$ cat src/rtl/scan_coordinator_pkg.sv
// ============================================================================
// Module   : scan_coordinator_pkg
// Brief    : Shared encodings and defaults for the two-scanner coordinator.
// Revision : 1.0
// ============================================================================
`default_nettype none

package scan_coordinator_pkg;

  typedef logic [2:0] scan_state_t;

  localparam scan_state_t c_LOW_POWER = 3'b000;
  localparam scan_state_t c_STANDBY   = 3'b001;
  localparam scan_state_t c_SCANNING  = 3'b010;
  localparam scan_state_t c_IDLE      = 3'b011;
  localparam scan_state_t c_XFERRING  = 3'b100;
  localparam scan_state_t c_FLUSHING  = 3'b101;

  localparam logic [1:0] c_HWAIT  = 2'd0;
  localparam logic [1:0] c_HSTBY  = 2'd1;
  localparam logic [1:0] c_HSTART = 2'd2;
  localparam logic [1:0] c_HDONE  = 2'd3;

  localparam logic [3:0] c_DEF_STANDBY_AT = 4'd5;
  localparam logic [3:0] c_DEF_START_AT   = 4'd8;
  localparam logic [3:0] c_DEF_PROG_DONE  = 4'd10;

  // Unused codes 110/111 behave as a powered-down scanner.
  function automatic logic is_low_power(input scan_state_t s);
    return (s == c_LOW_POWER) || (s == 3'b110) || (s == 3'b111);
  endfunction

endpackage

`default_nettype wire

$ cat src/rtl/scan_coordinator_xfer_arbiter.sv
// ============================================================================
// Module   : scan_coordinator_xfer_arbiter
// Brief    : Round-robin owner of the shared transfer channel; issues the
//            startTransfer/flush grant pulse.
// Revision : 1.0
// ============================================================================
`default_nettype none

module scan_coordinator_xfer_arbiter
  import scan_coordinator_pkg::*;
(
  input  logic        clk_i,
  input  logic        reset_i,
  input  logic        flushReq_i,
  input  scan_state_t state0_i,
  input  scan_state_t state1_i,
  output logic [1:0]  startTransfer_o,
  output logic [1:0]  flush_o,
  output logic        busBusy_o,
  output logic        busOwner_o
);

  logic [1:0]  startTransfer_q, startTransfer_d;
  logic [1:0]  flush_q, flush_d;
  logic        busBusy_q, busBusy_d;
  logic        busOwner_q, busOwner_d;
  logic        lastGrant_q, lastGrant_d;
  logic        flushPending_q, flushPending_d;

  logic        w_elig0, w_elig1, w_grant, w_gnt_idx;
  logic [1:0]  w_gnt_mask;
  scan_state_t w_owner_state;

  always_comb begin
    w_elig0       = (state0_i == c_IDLE) && !busBusy_q;
    w_elig1       = (state1_i == c_IDLE) && !busBusy_q;
    w_grant       = w_elig0 || w_elig1;
    w_gnt_idx     = (w_elig0 && w_elig1) ? ~lastGrant_q : w_elig1;
    w_gnt_mask    = w_gnt_idx ? 2'b10 : 2'b01;
    w_owner_state = busOwner_q ? state1_i : state0_i;

    startTransfer_d = 2'b00;
    flush_d         = 2'b00;
    busBusy_d       = busBusy_q;
    busOwner_d      = busOwner_q;
    lastGrant_d     = lastGrant_q;

    if (busBusy_q && is_low_power(w_owner_state)) begin
      busBusy_d = 1'b0;
    end

    if (w_grant) begin
      if (flushPending_q) begin
        flush_d = w_gnt_mask;
      end else begin
        startTransfer_d = w_gnt_mask;
      end
      busBusy_d   = 1'b1;
      busOwner_d  = w_gnt_idx;
      lastGrant_d = w_gnt_idx;
    end

    // A request landing on a grant cycle is kept for the following grant.
    flushPending_d = (flushPending_q && !w_grant) || flushReq_i;
  end

  always_ff @(posedge clk_i) begin
    if (reset_i) begin
      startTransfer_q <= 2'b00;
      flush_q         <= 2'b00;
      busBusy_q       <= 1'b0;
      busOwner_q      <= 1'b0;
      lastGrant_q     <= 1'b1;
      flushPending_q  <= 1'b0;
    end else begin
      startTransfer_q <= startTransfer_d;
      flush_q         <= flush_d;
      busBusy_q       <= busBusy_d;
      busOwner_q      <= busOwner_d;
      lastGrant_q     <= lastGrant_d;
      flushPending_q  <= flushPending_d;
    end
  end

  assign startTransfer_o = startTransfer_q;
  assign flush_o         = flush_q;
  assign busBusy_o       = busBusy_q;
  assign busOwner_o      = busOwner_q;

endmodule

`default_nettype wire

$ cat src/rtl/scan_coordinator.sv
// ============================================================================
// Module   : scan_coordinator
// Brief    : Ping-pongs scanning between two scanners and arbitrates the
//            shared transfer channel.
// Revision : 1.0
// ============================================================================
`default_nettype none

module scan_coordinator
  import scan_coordinator_pkg::*;
#(
  parameter logic [3:0] STANDBY_AT = c_DEF_STANDBY_AT,
  parameter logic [3:0] START_AT   = c_DEF_START_AT,
  parameter logic [3:0] PROG_DONE  = c_DEF_PROG_DONE
) (
  input  logic        clk_i,
  input  logic        reset_i,
  input  logic        run_i,
  input  logic        flushReq_i,
  input  scan_state_t state0_i,
  input  scan_state_t state1_i,
  input  logic [3:0]  prog0_i,
  input  logic [3:0]  prog1_i,
  output logic [1:0]  goToStandby_o,
  output logic [1:0]  startScan_o,
  output logic [1:0]  startTransfer_o,
  output logic [1:0]  flush_o,
  output logic        active_o,
  output logic        busBusy_o,
  output logic        busOwner_o
);

  logic [1:0]  hstate_q, hstate_d;
  logic        active_q, active_d;
  logic [1:0]  goToStandby_q, goToStandby_d;
  logic [1:0]  startScan_q, startScan_d;

  logic [3:0]  w_prog_act;
  scan_state_t w_st_act, w_st_oth;
  logic [1:0]  w_oth_mask;

  always_comb begin
    w_prog_act = active_q ? prog1_i : prog0_i;
    w_st_act   = active_q ? state1_i : state0_i;
    w_st_oth   = active_q ? state0_i : state1_i;
    w_oth_mask = active_q ? 2'b01 : 2'b10;

    hstate_d      = hstate_q;
    active_d      = active_q;
    goToStandby_d = 2'b00;
    startScan_d   = 2'b00;

    case (hstate_q)
      c_HWAIT: begin
        // A finished scan is no longer a valid handoff source.
        if (run_i && (w_st_act == c_SCANNING) && (w_prog_act >= STANDBY_AT) &&
            (w_prog_act < PROG_DONE) && (w_st_oth == c_LOW_POWER)) begin
          goToStandby_d = w_oth_mask;
          hstate_d      = c_HSTBY;
        end
      end
      c_HSTBY: begin
        if (w_prog_act >= START_AT) begin
          startScan_d = w_oth_mask;
          hstate_d    = c_HSTART;
        end
      end
      c_HSTART: begin
        if (w_st_oth == c_SCANNING) begin
          active_d = ~active_q;
          hstate_d = c_HDONE;
        end
      end
      c_HDONE: begin
        if (w_prog_act < STANDBY_AT) begin
          hstate_d = c_HWAIT;
        end
      end
      default: hstate_d = c_HWAIT;
    endcase
  end

  always_ff @(posedge clk_i) begin
    if (reset_i) begin
      hstate_q      <= c_HWAIT;
      active_q      <= 1'b0;
      goToStandby_q <= 2'b00;
      startScan_q   <= 2'b00;
    end else begin
      hstate_q      <= hstate_d;
      active_q      <= active_d;
      goToStandby_q <= goToStandby_d;
      startScan_q   <= startScan_d;
    end
  end

  scan_coordinator_xfer_arbiter u_xfer_arbiter (
    .clk_i           (clk_i),
    .reset_i         (reset_i),
    .flushReq_i      (flushReq_i),
    .state0_i        (state0_i),
    .state1_i        (state1_i),
    .startTransfer_o (startTransfer_o),
    .flush_o         (flush_o),
    .busBusy_o       (busBusy_o),
    .busOwner_o      (busOwner_o)
  );

  assign goToStandby_o = goToStandby_q;
  assign startScan_o   = startScan_q;
  assign active_o      = active_q;

endmodule

`default_nettype wire

$ cat config.mk
export PLATFORM = sky130hd
export DESIGN_NAME = scan_coordinator
export DESIGN_NICKNAME = d
export VERILOG_FILES = /design/src/rtl/scan_coordinator_pkg.sv /design/src/rtl/scan_coordinator_xfer_arbiter.sv /design/src/rtl/scan_coordinator.sv
export SDC_FILE = /design/constraint.sdc
export NUM_CORES = 1
export LEC_CHECK = 0
export ABC_AREA = 0
export CAP_MARGIN = 30
export CORE_MARGIN = 5
export CORE_UTILIZATION = 35
export CTS_CLUSTER_DIAMETER = 100
export DETAILED_ROUTE_END_ITERATION = 8
export HOLD_SLACK_MARGIN = 0.12
export PLACE_DENSITY = 0.69
export RECOVER_POWER = 25
export SYNTH_ARGS = -nofsm -noshare
export SYNTH_HDL_FRONTEND = slang
export SYNTH_SLANG_ARGS = --single-unit
$ cat constraint.sdc
create_clock -name clk_i -period 1.82 [get_ports clk_i]
set_input_delay 0.546 -clock clk_i [delete_from_list [all_inputs] [get_ports clk_i]]
set_output_delay 0.546 -clock clk_i [all_outputs]
set_load 0.1 [all_outputs]
==> results of run 1 <==
==> routing by layer <==
layer / track usage / part of all wire
met1: 0.150 / 0.40
met2: 0.232 / 0.54
met3: 0.0204 / 0.033
met4: 0.0695 / 0.020
met5: 0 / 0
==> cell type report <==
class | instances | area (sq um) | share of cell area
flip-flops and latches | 15 | 302 | 0.232
repair buffers | 42 | 445 | 0.342
multi-input cells | 61 | 463 | 0.356
inverters | 8 | 30.0 | 0.0231
clock buffers | 4 | 26.3 | 0.0202
well taps | 28 | 35.0 | 0.0269
==> placed cells by master, fill, tap and decap left out, types with 2 or more instances in the layout <==
cell,n
sky130_fd_sc_hd__a211oi_1,2
sky130_fd_sc_hd__a21oi_1,4
sky130_fd_sc_hd__and3_1,2
sky130_fd_sc_hd__and4bb_2,2
sky130_fd_sc_hd__buf_12,7
sky130_fd_sc_hd__buf_4,14
sky130_fd_sc_hd__clkbuf_2,4
sky130_fd_sc_hd__clkbuf_4,3
sky130_fd_sc_hd__clkdlybuf4s50_1,3
sky130_fd_sc_hd__dfxtp_1,14
sky130_fd_sc_hd__dlygate4sd2_1,6
sky130_fd_sc_hd__dlymetal6s2s_1,7
sky130_fd_sc_hd__ha_1,5
sky130_fd_sc_hd__inv_1,8
sky130_fd_sc_hd__mux2i_1,2
sky130_fd_sc_hd__nand2_1,5
sky130_fd_sc_hd__nand2b_1,5
sky130_fd_sc_hd__nand3_1,2
sky130_fd_sc_hd__nor2_1,7
sky130_fd_sc_hd__nor2_2,3
sky130_fd_sc_hd__nor3_1,3
sky130_fd_sc_hd__nor4b_1,2
sky130_fd_sc_hd__o21ai_0,2
==> metrics by stage <==
step	hold slack [ns]	util	cell area (sq um)
floorplan	0.429	-	786
global placement	0.456	0.596	1290
detailed placement	0.465	0.596	1290
CTS	0.489	0.616	1340
global route	0.534	0.600	1300
finish	0.486	0.600	1300
==> cells by family after synthesis <==
kind of cell / share of synthesized area
muxes: 0.0255
adders and majority gates: 0.0797
AOI/OAI and AO/OA: 0.158
buffers and inverters: 0.0574
DFF: 0.383
and+or+nand+nor: 0.297
==> timing repair <==
item | 4_1_cts | 5_1_grt
pin swaps | 5 | 6
gates cloned | 0 | 0
setup buffers | 1 | 0
setup endpoints to repair | 3 | 2
resized for setup | 12 | 9
==> power breakdown <==
| group | total, mW | leakage (nW) | internal (mW) | switching [mW] |
|---|---|---|---|---|
| clock | 0.192 | 0.0150 | 0.0853 | 0.107 |
| combinational | 0.244 | 0.456 | 0.116 | 0.128 |
| sequential | 0.363 | 0.122 | 0.345 | 0.0183 |
| total | 0.799 | 0.593 | 0.546 | 0.254 |
==> final timing paths <==
check                                              startpoint                           endpoint  slack, ns  cells past startpoint
worst min register to register  u_xfer_arbiter.flushPending_q  u_xfer_arbiter.startTransfer_o[0]       0.49                      1
worst max register to register                       active_o                        hstate_q[0]       0.29                      5
worst min-delay path            u_xfer_arbiter.flushPending_q  u_xfer_arbiter.startTransfer_o[0]       0.49                      1
worst max-delay path                              state1_i[2]                        hstate_q[0]       0.11                      6
==> sequential cells by signal, indices dropped and copies added (netlist names) <==
register / flops
u_xfer_arbiter.startTransfer_o: 2
u_xfer_arbiter.flush_o: 2
u_xfer_arbiter.busBusy_o: 1
hstate_q: 2
u_xfer_arbiter.flushPending_q: 1
goToStandby_o: 2
active_o: 1
startScan_o: 2
u_xfer_arbiter.lastGrant_q: 1
u_xfer_arbiter.busOwner_o: 1
==> synth_stat cells <==
library cell	n	area, sq um
sky130_fd_sc_hd__nor4b_4	1	23.8
sky130_fd_sc_hd__nand3_1	3	15.0
sky130_fd_sc_hd__a221oi_1	1	8.76
sky130_fd_sc_hd__and2b_1	1	7.51
sky130_fd_sc_hd__a21oi_1	4	20.0
sky130_fd_sc_hd__nor2_1	10	37.5
sky130_fd_sc_hd__a311o_1	1	10.0
sky130_fd_sc_hd__a211oi_1	2	15.0
sky130_fd_sc_hd__nor3_1	3	15.0
sky130_fd_sc_hd__dfxtp_1	15	300
sky130_fd_sc_hd__clkbuf_1	1	3.75
sky130_fd_sc_hd__nand2b_2	1	8.76
sky130_fd_sc_hd__nor3b_1	1	7.51
sky130_fd_sc_hd__o21bai_1	1	7.51
sky130_fd_sc_hd__inv_1	8	30.0
sky130_fd_sc_hd__a21oi_2	1	8.76
sky130_fd_sc_hd__nand2b_1	5	31.3
sky130_fd_sc_hd__a32oi_1	1	8.76
sky130_fd_sc_hd__ha_1	5	62.6
sky130_fd_sc_hd__o21ai_0	4	20.0
sky130_fd_sc_hd__o22ai_2	1	12.5
sky130_fd_sc_hd__mux2i_1	2	20.0
sky130_fd_sc_hd__nor4b_1	2	17.5
sky130_fd_sc_hd__and4bb_2	2	25.0
sky130_fd_sc_hd__o2111a_2	1	12.5
sky130_fd_sc_hd__and3_1	2	12.5
sky130_fd_sc_hd__nor3b_2	1	12.5
sky130_fd_sc_hd__buf_6	1	11.3
sky130_fd_sc_hd__nand2_1	5	18.8
==> results.txt, run 1 <==
----------------------------------------------------
[Outcome]
  Result of the run ... complete, no violations

[Pwr]
  Overall power after layout ... 0.799 mW
  Pwr/cell area ... 614 nW/um^2
  Leakage power total ... 0.593 nW
  Worst IR drop on VDD ... 551 uV

[Setup path]
  Max incr delay on CP ... 0.43 ns
  Setup Crit Path Kind ... in -> reg
  Largest delay contributor family on the critical path ... simple AND/OR/NAND/NOR gates
  Maximum net fanout on the critical path ... 3
  Total buffers and inverters traversed by the critical path ... 1
  Required arrival time at the worst endpoint ... 2.04 ns
  Capturing element type of the critical path ... register
  Worst setup SP type ... input port
  Cell at the slowest stage of the critical path ... sky130_fd_sc_hd__clkdlybuf4s50_1
  WP data arrival ... 1.93 ns
  Critical path cell sequence ... clkdlybuf4s50_1 -> nor2_2 -> nand3_2 -> nor4b_4 -> o2111a_2 -> mux2i_1

[STA]
  Time the final worst path needs with I/O delays and setup ... 1.71 ns
  Setup repair after global routing missed its margin ... no
  Final setup TNS ... 0 ns
  Final setup violation count ... 0
  Maximum clock rate ... 586 MHz
  Fin worst setup slack ... 0.114 ns
  Max-slew violation total from the final report ... 0
  Final critical-path share of the clock period ... 0.938
  Slew margin rel. ... 0.637
  Number of endpoints with negative hold slack in the final report ... 0
  Clock skew ... 0.00442 ns
  Transition time at the pin with the least slew margin ... 0.547 ns

[Floorplanning]
  Die Outline Area ... 3290 sq um
  I/O pins ... 29
  Floorplan core area ... 2170 sq um
  Die Span Y ... 57.3 um
  Width of the die ... 57.3 um
  Row cnt ... 17
  Initial Utilization ... 0.362

[Clock tree]
  CTS tree ... yes
  Clock Sinks ... 15
  Clk Tree Root Cell ... sky130_fd_sc_hd__clkbuf_4
  CTS clk-pin slew, worst paths ... 0.09 ns
  Worst skew pair latency ... 0.29 ns
  CTS Hold Bufs ... 0
  Clock buffers created by TritonCTS ... 3
  Total number of H-tree levels ... 1
  Maximum buffer depth of the clock tree ... 2

[Finish]
  Fillcell total ... 200
  Growth of design area from synthesis to finish ... 65.9%
  Ratio of cells with drive above 1 in the final layout ... 0.331
  Number of cells in the finished layout apart from fillers ... 158
  Final nets ... 154
  Inserted Diodes ... 0

[Drt]
  Via-to-Cell Ratio ... 4.85
  Via count ... 767
  Routed wire length ... 2140 um
  Starting DRC count in detailed routing ... 5
  Count of TritonRoute iterations in the first routing pass ... 4
  Number of remaining DRC errors ... 0
  Remaining number of nets flagged by the antenna check after routing ... 0
  Post-DR wirelength/cell ... 13.5 um

[Global route]
  Maximum number of pins on one net before global-route repair ... 11
  Global-route usage over all layers ... 0.132
  Total congestion overflow ... 0
  Vias in the first global route ... 751
  Global-route wire length before repair ... 3370 um
  Antenna violations before repair ... 0

[Synth]
  Count of distinct cell types in the synthesized netlist ... 29
  Syn_area_per_cell ... 9.12 sq um
  Post-Syn Area ... 785 sq um
  Sequential cell area fraction in the yosys report ... 0.383
  Number of storage elements in the synthesis netlist ... 15
  Synthesized net count ... 109
  Post-synthesis cell count ... 86
  Number of warning messages in the yosys log ... 0

[Placed design]
  Placed insts ... 153
  Weighted congestion at the end of routability-driven global placement ... 0.733
  Post-DP HPWL ... 1750 um
  Buffers on Ports ... 28
  Post-placement worst setup slack ... -0.375 ns

[Min path]
  Type of the tightest min-delay check ... reg -> reg

[Run]
  Max Cap Violations ... 0

----------------------------------------------------
Power figures use the tool's default switching activity.
==> run 2, diff against run 1 <==
--- a/config.mk
+++ b/config.mk
@@ -11,6 +11,7 @@
 export CORE_UTILIZATION = 35
 export CTS_CLUSTER_DIAMETER = 100
 export DETAILED_ROUTE_END_ITERATION = 8
+export GPL_ROUTABILITY_DRIVEN = 0
 export HOLD_SLACK_MARGIN = 0.12
 export PLACE_DENSITY = 0.69
 export RECOVER_POWER = 25
==> results of run 2 <==
No change in the layout: final DEF, timing and power equal those of run 1.
